File: src/rtl/raisin64_pkg.sv
`default_nettype none
// ============================================================================
// Module   : raisin64_pkg
// Brief    : Shared raisin64 widths, writeback source indices and entry type.
// Revision : 1.0 - initial release
// ============================================================================
package raisin64_pkg;

    localparam int unsigned c_data_w  = 64;
    localparam int unsigned c_rn_w    = 6;
    localparam int unsigned c_num_src = 3;

    // Writeback source indices, also the round-robin visiting order.
    localparam logic [1:0] c_src_alu = 2'd0;
    localparam logic [1:0] c_src_mul = 2'd1;
    localparam logic [1:0] c_src_mem = 2'd2;

    // One pending register-file write.
    typedef struct packed {
        logic [c_rn_w-1:0]   rn;
        logic [c_data_w-1:0] data;
    } wb_entry_t;

    // Source index that follows idx in round-robin order (wraps MEM -> ALU).
    function automatic logic [1:0] rr_next(input logic [1:0] idx);
        return (idx == c_src_mem) ? c_src_alu : idx + 2'd1;
    endfunction

endpackage
`default_nettype wire

File: src/rtl/wb_fifo.sv
`default_nettype none
// ============================================================================
// Module   : wb_fifo
// Brief    : Per-source writeback queue. Registered ready (not-full after the
//            edge), simultaneous push and pop both take effect.
// Revision : 1.0 - initial release
// ============================================================================
module wb_fifo
    import raisin64_pkg::*;
#(
    parameter int unsigned DEPTH = 2,
    parameter int unsigned WIDTH = $bits(wb_entry_t)
) (
    input  logic             clk,
    input  logic             rst,
    input  logic             i_push,
    output logic             o_ready,
    input  logic [WIDTH-1:0] i_data,
    input  logic             i_pop,
    output logic [WIDTH-1:0] o_data,
    output logic             o_empty
);

    localparam int unsigned    c_aw   = $clog2(DEPTH);
    localparam logic [c_aw:0]  c_full = DEPTH[c_aw:0];

    logic [WIDTH-1:0] r_mem [DEPTH];
    logic [c_aw-1:0]  r_wptr;
    logic [c_aw-1:0]  r_rptr;
    logic [c_aw:0]    r_count;
    logic [c_aw:0]    w_count_nxt;
    logic             r_ready;
    logic             w_push;
    logic             w_pop;

    // The push is only honoured when the source saw ready high this cycle.
    assign w_push  = i_push && r_ready;
    assign w_pop   = i_pop && !o_empty;
    assign o_empty = (r_count == '0);
    assign o_ready = r_ready;
    assign o_data  = r_mem[r_rptr];

    // Occupancy after this edge; drives the registered ready.
    always_comb begin
        w_count_nxt = r_count;
        if (w_push && !w_pop) begin
            w_count_nxt = r_count + 1'b1;
        end else if (!w_push && w_pop) begin
            w_count_nxt = r_count - 1'b1;
        end
    end

    // Pointers, occupancy and ready; ready stays low while in reset.
    always_ff @(posedge clk or posedge rst) begin
        if (rst) begin
            r_wptr  <= '0;
            r_rptr  <= '0;
            r_count <= '0;
            r_ready <= 1'b0;
        end else begin
            if (w_push) begin
                r_wptr <= r_wptr + 1'b1;
            end
            if (w_pop) begin
                r_rptr <= r_rptr + 1'b1;
            end
            r_count <= w_count_nxt;
            r_ready <= (w_count_nxt != c_full);
        end
    end

    // Storage array; contents are don't-care until written, so no reset.
    always_ff @(posedge clk) begin
        if (w_push) begin
            r_mem[r_wptr] <= i_data;
        end
    end

endmodule
`default_nettype wire

File: src/rtl/wb_arbiter.sv
`default_nettype none
// ============================================================================
// Module   : wb_arbiter
// Brief    : Three-source register-file writeback arbiter. One queue per
//            source, round-robin grant, one registered write per cycle.
// Revision : 1.0 - initial release
// ============================================================================
module wb_arbiter
    import raisin64_pkg::*;
#(
    parameter int unsigned FIFO_DEPTH = 2
) (
    input  logic                clk,
    input  logic                rst,
    input  logic                alu_valid,
    input  logic                mul_valid,
    input  logic                mem_valid,
    output logic                alu_ready,
    output logic                mul_ready,
    output logic                mem_ready,
    input  logic [c_rn_w-1:0]   alu_rn,
    input  logic [c_rn_w-1:0]   mul_rn,
    input  logic [c_rn_w-1:0]   mem_rn,
    input  logic [c_data_w-1:0] alu_data,
    input  logic [c_data_w-1:0] mul_data,
    input  logic [c_data_w-1:0] mem_data,
    output logic                w_en,
    output logic [c_rn_w-1:0]   w_rn,
    output logic [c_data_w-1:0] w_data,
    output logic                wb_idle
);

    logic [c_num_src-1:0] w_src_valid;
    logic [c_num_src-1:0] w_src_push;
    logic [c_num_src-1:0] w_src_ready;
    logic [c_num_src-1:0] w_pop;
    logic [c_num_src-1:0] w_empty;
    wb_entry_t            w_src_entry [c_num_src];
    wb_entry_t            w_q_head    [c_num_src];

    logic                 w_gnt_vld;
    logic [1:0]           w_gnt_idx;
    wb_entry_t            w_gnt_entry;

    logic [1:0]           r_ptr;
    logic                 r_w_en;
    logic [c_rn_w-1:0]    r_w_rn;
    logic [c_data_w-1:0]  r_w_data;

    assign w_src_valid[c_src_alu] = alu_valid;
    assign w_src_valid[c_src_mul] = mul_valid;
    assign w_src_valid[c_src_mem] = mem_valid;
    assign w_src_entry[c_src_alu] = '{rn: alu_rn, data: alu_data};
    assign w_src_entry[c_src_mul] = '{rn: mul_rn, data: mul_data};
    assign w_src_entry[c_src_mem] = '{rn: mem_rn, data: mem_data};

    assign alu_ready = w_src_ready[c_src_alu];
    assign mul_ready = w_src_ready[c_src_mul];
    assign mem_ready = w_src_ready[c_src_mem];

    // One queue per source. Writes to r0 complete the handshake but are
    // never enqueued, since r0 is hardwired and must not be written.
    generate
        for (genvar g = 0; g < c_num_src; g++) begin : g_fifo
            assign w_src_push[g] = w_src_valid[g] && (w_src_entry[g].rn != '0);

            wb_fifo #(
                .DEPTH (FIFO_DEPTH),
                .WIDTH ($bits(wb_entry_t))
            ) u_fifo (
                .clk     (clk),
                .rst     (rst),
                .i_push  (w_src_push[g]),
                .o_ready (w_src_ready[g]),
                .i_data  (w_src_entry[g]),
                .i_pop   (w_pop[g]),
                .o_data  (w_q_head[g]),
                .o_empty (w_empty[g])
            );
        end
    endgenerate

    // Round-robin pick: first non-empty queue at or after the pointer.
    always_comb begin
        w_gnt_vld = ~&w_empty;
        w_gnt_idx = r_ptr;
        case (r_ptr)
            c_src_alu: w_gnt_idx = !w_empty[0] ? c_src_alu : (!w_empty[1] ? c_src_mul : c_src_mem);
            c_src_mul: w_gnt_idx = !w_empty[1] ? c_src_mul : (!w_empty[2] ? c_src_mem : c_src_alu);
            default:   w_gnt_idx = !w_empty[2] ? c_src_mem : (!w_empty[0] ? c_src_alu : c_src_mul);
        endcase
    end

    assign w_pop = w_gnt_vld ? (3'b001 << w_gnt_idx) : 3'b000;

    // Head of the granted queue.
    always_comb begin
        w_gnt_entry = w_q_head[0];
        case (w_gnt_idx)
            c_src_mul: w_gnt_entry = w_q_head[1];
            c_src_mem: w_gnt_entry = w_q_head[2];
            default:   w_gnt_entry = w_q_head[0];
        endcase
    end

    // Output register and pointer; rn/data hold their value between writes.
    always_ff @(posedge clk or posedge rst) begin
        if (rst) begin
            r_ptr    <= c_src_alu;
            r_w_en   <= 1'b0;
            r_w_rn   <= '0;
            r_w_data <= '0;
        end else begin
            r_w_en <= w_gnt_vld;
            if (w_gnt_vld) begin
                r_w_rn   <= w_gnt_entry.rn;
                r_w_data <= w_gnt_entry.data;
                r_ptr    <= rr_next(w_gnt_idx);
            end
        end
    end

    assign w_en    = r_w_en;
    assign w_rn    = r_w_rn;
    assign w_data  = r_w_data;
    assign wb_idle = (&w_empty) && !r_w_en;

endmodule
`default_nettype wire

File: config.mk
export PLATFORM = sky130hd
export DESIGN_NAME = wb_arbiter
export DESIGN_NICKNAME = d
export VERILOG_FILES = /design/src/rtl/raisin64_pkg.sv /design/src/rtl/wb_fifo.sv /design/src/rtl/wb_arbiter.sv
export SDC_FILE = /design/constraint.sdc
export NUM_CORES = 1
export LEC_CHECK = 0
export CELL_PAD_IN_SITES_DETAIL_PLACEMENT = 1
export CELL_PAD_IN_SITES_GLOBAL_PLACEMENT = 2
export CORE_MARGIN = 5
export CORE_UTILIZATION = 43
export CTS_BUF_LIST = sky130_fd_sc_hd__clkbuf_16
export CTS_CLUSTER_SIZE = 25
export DETAILED_ROUTE_END_ITERATION = 6
export PLACE_DENSITY = 0.89
export SLEW_MARGIN = 15
export SYNTH_ARGS = -nofsm -noshare
export SYNTH_HDL_FRONTEND = slang
export SYNTH_SLANG_ARGS = --single-unit
File: constraint.sdc
create_clock -name clk -period 9.6 [get_ports clk]
set_clock_uncertainty 0.2 [all_clocks]
set_input_delay 0.96 -clock clk [delete_from_list [all_inputs] [get_ports clk]]
set_output_delay 0.96 -clock clk [all_outputs]
set_load 0.02 [all_outputs]
# Word level (Yosys, flattened, before mapping)
# Memories as Yosys holds them, arrays and structs flattened.
# Index checks and enable logic that the tools add are counted.
# classes
add_sub_neg	13
n_eq_ne	6
shift	1
mux	22
reduce_logical	35
# ops
operator	count
$pmux W70 S2	1
$mux W2	12
$reduce_bool A6 Y1	3
$logic_and A1 B1 Y1	16
$logic_not A1 Y1	11
$add A2 B1 Y2 const B	4
$logic_not A2 Y1	4
$mux W1	7
$add A1 B1 Y1 const B	6
$ne A2 B2 Y1 const B	3
$sub A2 B1 Y2 const B	3
$eq A2 B1 Y1 const B	2
$pmux W2 S2	1
$mux W3	1
$reduce_and A3 Y1	1
$shl A1 B2 Y3 const A	1
$eq A2 B2 Y1 const B	1
# word_totals
regBits	88
ramBits	420
input_bits	215
out_inout_bits	75
elab_cells	96
n_memories	3
# mem_list
memory	words	word_bits	rd	rd_ports_with_merged_regs	wr	line	source
g_fifo[0].u_fifo.r_mem	2	70	1	0	1	wb_fifo.sv:27	logic [WIDTH-1:0] r_mem [DEPTH];
g_fifo[1].u_fifo.r_mem	2	70	1	0	1	wb_fifo.sv:27	
g_fifo[2].u_fifo.r_mem	2	70	1	0	1	wb_fifo.sv:27	

# Depth between registers and ports, before layout
# logic_depth
depth_word	11
ltp_mapped	12
ltp_nobuf	11

# Modules after synthesis
# A second synthesis with hierarchy kept.
# unflattened
hier_cells	1168
area_unflattened_um2	20064.2
# by_module_without_submodules
module	instances	cells_per_inst	area_each_um2	seq_area_each_um2
wb_fifo (g_fifo[0].u_fifo)	1	247	5347.6	4329.2
wb_fifo (g_fifo[2].u_fifo)	1	241	5341.4	4329.2
wb_fifo (g_fifo[1].u_fifo)	1	247	5330.1	4329.2
wb_arbiter	1	433	4045.1	1826.8

# Worst setup path before layout
# No wires, ideal clock.
# synth_path
path_kind	input -> register
startpoint	in mem_rn[1]
endpoint	mem g_fifo[2].u_fifo.r_mem[0][0] (netlist name) (enable)
setup_time_ns	0.507
arrival_ns	4.561
required_time_ns	8.893
path_slack_ns	4.333
stages	3
n_path_buf	0
cell_sequence	nor4_1 > a21oi_1 > nor2b_1
# synth_between
elab_chain_cells	5
# synth_rtl
item	line	source
from (decl)	wb_arbiter.sv:23	input logic [c_rn_w-1:0] mem_rn,
$reduce_bool A6 Y1	wb_arbiter.sv:65	assign w_src_push[g] = w_src_valid[g] && (w_src_entry[g].rn != '0);
$logic_and A1 B1 Y1	wb_arbiter.sv:65	
$logic_and A1 B1 Y1	wb_fifo.sv:37	assign w_push = i_push && r_ready;
$mux W1	wb_fifo.sv:74	if (w_push) begin
$mux W1 (implied by the code)	wb_fifo.sv:75	r_mem[r_wptr] <= i_data;
to (decl)	wb_fifo.sv:27	
# Every way passes these cells.

# Worst setup path after layout
# layout_path
startpoint	reg g_fifo[2].u_fifo.r_count[0]
endpoint	out wb_idle
# layout_between
elab_chain_cells	3
# layout_rtl
item	line	source
from (decl)	wb_fifo.sv:30	logic [c_aw:0] r_count;
from (signal assigned)	wb_fifo.sv:67	r_count <= w_count_nxt;
$logic_not A2 Y1	wb_fifo.sv:39	assign o_empty = (r_count == '0);
$reduce_and A3 Y1	wb_arbiter.sv:126	assign wb_idle = (&w_empty) && !r_w_en;
$logic_and A1 B1 Y1	wb_arbiter.sv:126	
to (decl)	wb_arbiter.sv:30	output logic wb_idle
# Every way passes these cells.

==> impl_metrics.csv <==
group,metric,value,unit
logic_synthesis,synth_top_area_share,63.5,%
worst_setup_path,cp_max_fo,74,
logic_synthesis,ys.flop_type,"edfxtp_1",
logic_synthesis,yosys.area_share.simple,1.13,%
floorplanning,die_width,225,um
power,p_leak,0.00900,uW
final_layout,area_delta_synth_final,26.6,%
timing,rsz0062_at_grt,"false",
logic_synthesis,syn_inst,1161,
floorplanning,rows,78,
final_layout,final_layout_size_suffix_gt1_share,21.3,%
clocking,cts_made_buffers,52,
floorplanning,start_util,43.6,%
logic_synthesis,synthXorXnorAreaFrac,0.529,%
floorplanning,ios,290,
global_route,grtUsageTotal,20.6,%
routing,dr.first_iter.drc_count,787,
routing,via_per_inst,5.49,
global_route,grt_overflow,0,
logic_synthesis,synth_edf_count,420,
logic_synthesis,syn_avg_cell_area,17.1,um2
floorplanning,die_h,225,um
clocking,clock_latency,0.59,ns
final_layout,final_nets,1668,
routing,drtAntennaViolNets,0,
worst_setup_path,endpoint_kind,"output port",
logic_synthesis,synth_mux_area_share,12.0,%
power,power_density,361,nW/um2
worst_setup_path,cp-start-kind,"flop",
clocking,cts.path.max_buffers,3,
worst_setup_path,reg2reg_slack,5.55,ns
worst_setup_path,crit_type,"reg -> out",
run_status,outcome,"finished clean",
logic_synthesis,synth_compound_area_share,9.57,%
min_path,hp-class,"reg -> reg",
logic_synthesis,synth_seq_cells,508,
logic_synthesis,synth.distinct_cells,35,
global_route,antenna_found_initial,10,
logic_synthesis,synth_top_family_by_area,"multiplexers",
clocking,cts_tree,"built",
logic_synthesis,yosysSeqAreaShare,74.6,%
worst_setup_path,crit_required,8.44,ns
floorplanning,coreArea,45600,um2
timing,max_slew_margin,20.4,%
logic_synthesis,async_reset_ff_share,17.3,%
timing,period_share,45.0,%
logic_synthesis,yosysTopAreaCell,"edfxtp_1",
clocking,cts_setup_buffers,0,
global_route,grt_max_degree,81,
floorplanning,die_area,50600,um2
timing,tightest_slew,1.19,ns
clocking,cts_resized,0,
clocking,h-tree-depth,2,
timing,period_needed,4.32,ns
timing,clock.fmax,0.231,GHz
worst_setup_path,arrival,3.16,ns
job,cap_violations,0,
timing,slew_violations,0,
power,fin_total_pwr,9080,uW
routing,detail_route.wirelength,52900,um
place,hpwlAfterDp,33000,um
global_route,grt_pass1_vias,13000,
logic_synthesis,syn_area,19900,um2
logic_synthesis,ys_warn_count,0,
place,portBuffers,289,
logic_synthesis,synth_fa_ha_area_share,0.504,%
timing,setup-tns-final,0,ns
clocking,cts.clk_slew.worst_paths,0.06,ns
routing,routedWlPerCell,25.3,um
timing,hold_violations,0,
clocking,postCtsHoldBufs,0,
place,routabilityCongestion,0.761,
logic_synthesis,synth_area_leaders,"edfxtp_1 (63%), mux2_2 (12%), dfrtp_1 (11%)",
global_route,grt_pass1_wl,79200,um
logic_synthesis,synth_nets,1384,
routing,drc,0,
timing,finalSetupViolations,0,
power,vdd_ir_drop_max,245,uV
clocking,numClockSinks,508,
routing,vias,11500,
clocking,root_buffer,"clkbuf_16",
routing,drt_first_pass_iters,4,
## sequential cells by signal, summed over array words and instances (netlist names)
signal	cells
w_en	1
g_fifo.u_fifo.r_count	6
g_fifo.u_fifo.r_mem	420
g_fifo.u_fifo.r_rptr	3
w_data	64
r_ptr	2
g_fifo.u_fifo.r_wptr	3
w_rn	6
g_fifo.u_fifo.o_ready	3
## cells in the mapped netlist, types with 2 or more instances
| master | count |
|---|---|
| and3_1 | 4 |
| dfrtp_1 | 88 |
| nand2_1 | 12 |
| nor2_1 | 6 |
| a21oi_1 | 74 |
| clkbuf_1 | 52 |
| edfxtp_1 | 420 |
| a21o_1 | 70 |
| xnor2_1 | 9 |
| a311oi_1 | 2 |
| nor3b_1 | 2 |
| a22oi_1 | 70 |
| ha_1 | 8 |
| a211oi_1 | 2 |
| buf_2 | 18 |
| inv_1 | 10 |
| o21ai_0 | 72 |
| o32ai_1 | 2 |
| xor2_1 | 3 |
| o21a_1 | 2 |
| mux2_2 | 210 |
| nor2b_1 | 5 |
| and2_1 | 3 |
| nand2b_1 | 3 |
| nor4_1 | 4 |
## per-stage QoR
stage	instance area (um2)	worst slack (ns)	hold slack, ns	instances	utilization [%]
2_1_floorplan	19900	4.33	0.255	1161	-
3_3_place_gp	23400	5.23	0.261	1989	51.3
3_5_place_dp	23400	5.04	0.265	1989	51.3
4_1_cts	25100	5.19	0.279	2087	55.1
5_1_grt	25200	5.09	0.292	2092	55.2
6_report	25200	5.28	0.279	2092	55.2
## cells by family after synthesis
group                    Yosys count
flip-flops                       508
AO/OA/AOI/OAI                    299
multiplexers                     211
buffers and inverters             81
AND/OR/NAND/NOR                   42
XOR/XNOR                          12
adder cells (fa/ha/maj)            8
## layout make-up
class                           instances  area, um2
Clock inverter                         45        395
Tap cell                              600        751
Multi-Input combinational cell        572       4800
Inverter                               10       40.0
Sequential cell                       508      14800
Fill cell                            4180      20400
Antenna cell                            3       7.51
Timing Repair Buffer                  301       3020
Clock buffer                           53       1330
## power by group
part | total (uW) | switching (uW) | leakage [uW] | internal (uW)
clock | 2030 | 840 | 0.000891 | 1190
sequential | 3460 | 392 | 0.00494 | 3070
combinational | 3590 | 1990 | 0.00317 | 1600
## layer usage
| metal | vias to the layer above | global-route usage (%) | routed length [um] |
|---|---|---|---|
| met5 | - | 0 | 102 |
| met4 | 14 | 5.11 | 1080 |
| met3 | 81 | 4.81 | 3090 |
| met2 | 342 | 36.3 | 27400 |
| met1 | 5945 | 25.8 | 21200 |
| li1 | 5112 | - | - |
## layout by cell type (no fill, tap or decap), drive strengths merged, types with 2 or more instances in the layout
cell type,count
edfxtp,420
nor2,6
mux2,210
and3,4
inv,23
nor2b,5
nor3b,2
a21oi,74
dfrtp,88
nor4,4
o21ai,72
nand2,12
clkbuf,53
o32ai,2
a311oi,2
clkinv,24
ha,8
diode,3
a22oi,70
o21a,2
xnor2,9
a21o,70
buf,12
and2,3
a211oi,2
nand2b,3
xor2,3
bufinv,7
clkdlybuf4s50,289
## critical path, cell delays in order (launching register included)
cell and delay (ns):
dfrtp_1 0.41, inv_1 0.11, ha_1 0.30, and3_4 0.94, inv_2 0.07, nor2_1 0.12
clkdlybuf4s50_1 0.61
## final timing paths
kind,cells after the start,to,from
max,6,wb_idle,g_fifo[2].u_fifo.r_count[0]
min,1,w_rn[0],w_rn[0]
max reg2reg,12,g_fifo[2].u_fifo.o_ready,g_fifo[0].u_fifo.r_count[0]
min reg2reg,1,w_rn[0],w_rn[0]
max in group asynchronous,3,g_fifo[2].u_fifo.r_rptr,rst
min in group asynchronous,2,w_data[38],rst
(Power assumes the default switching activity.)
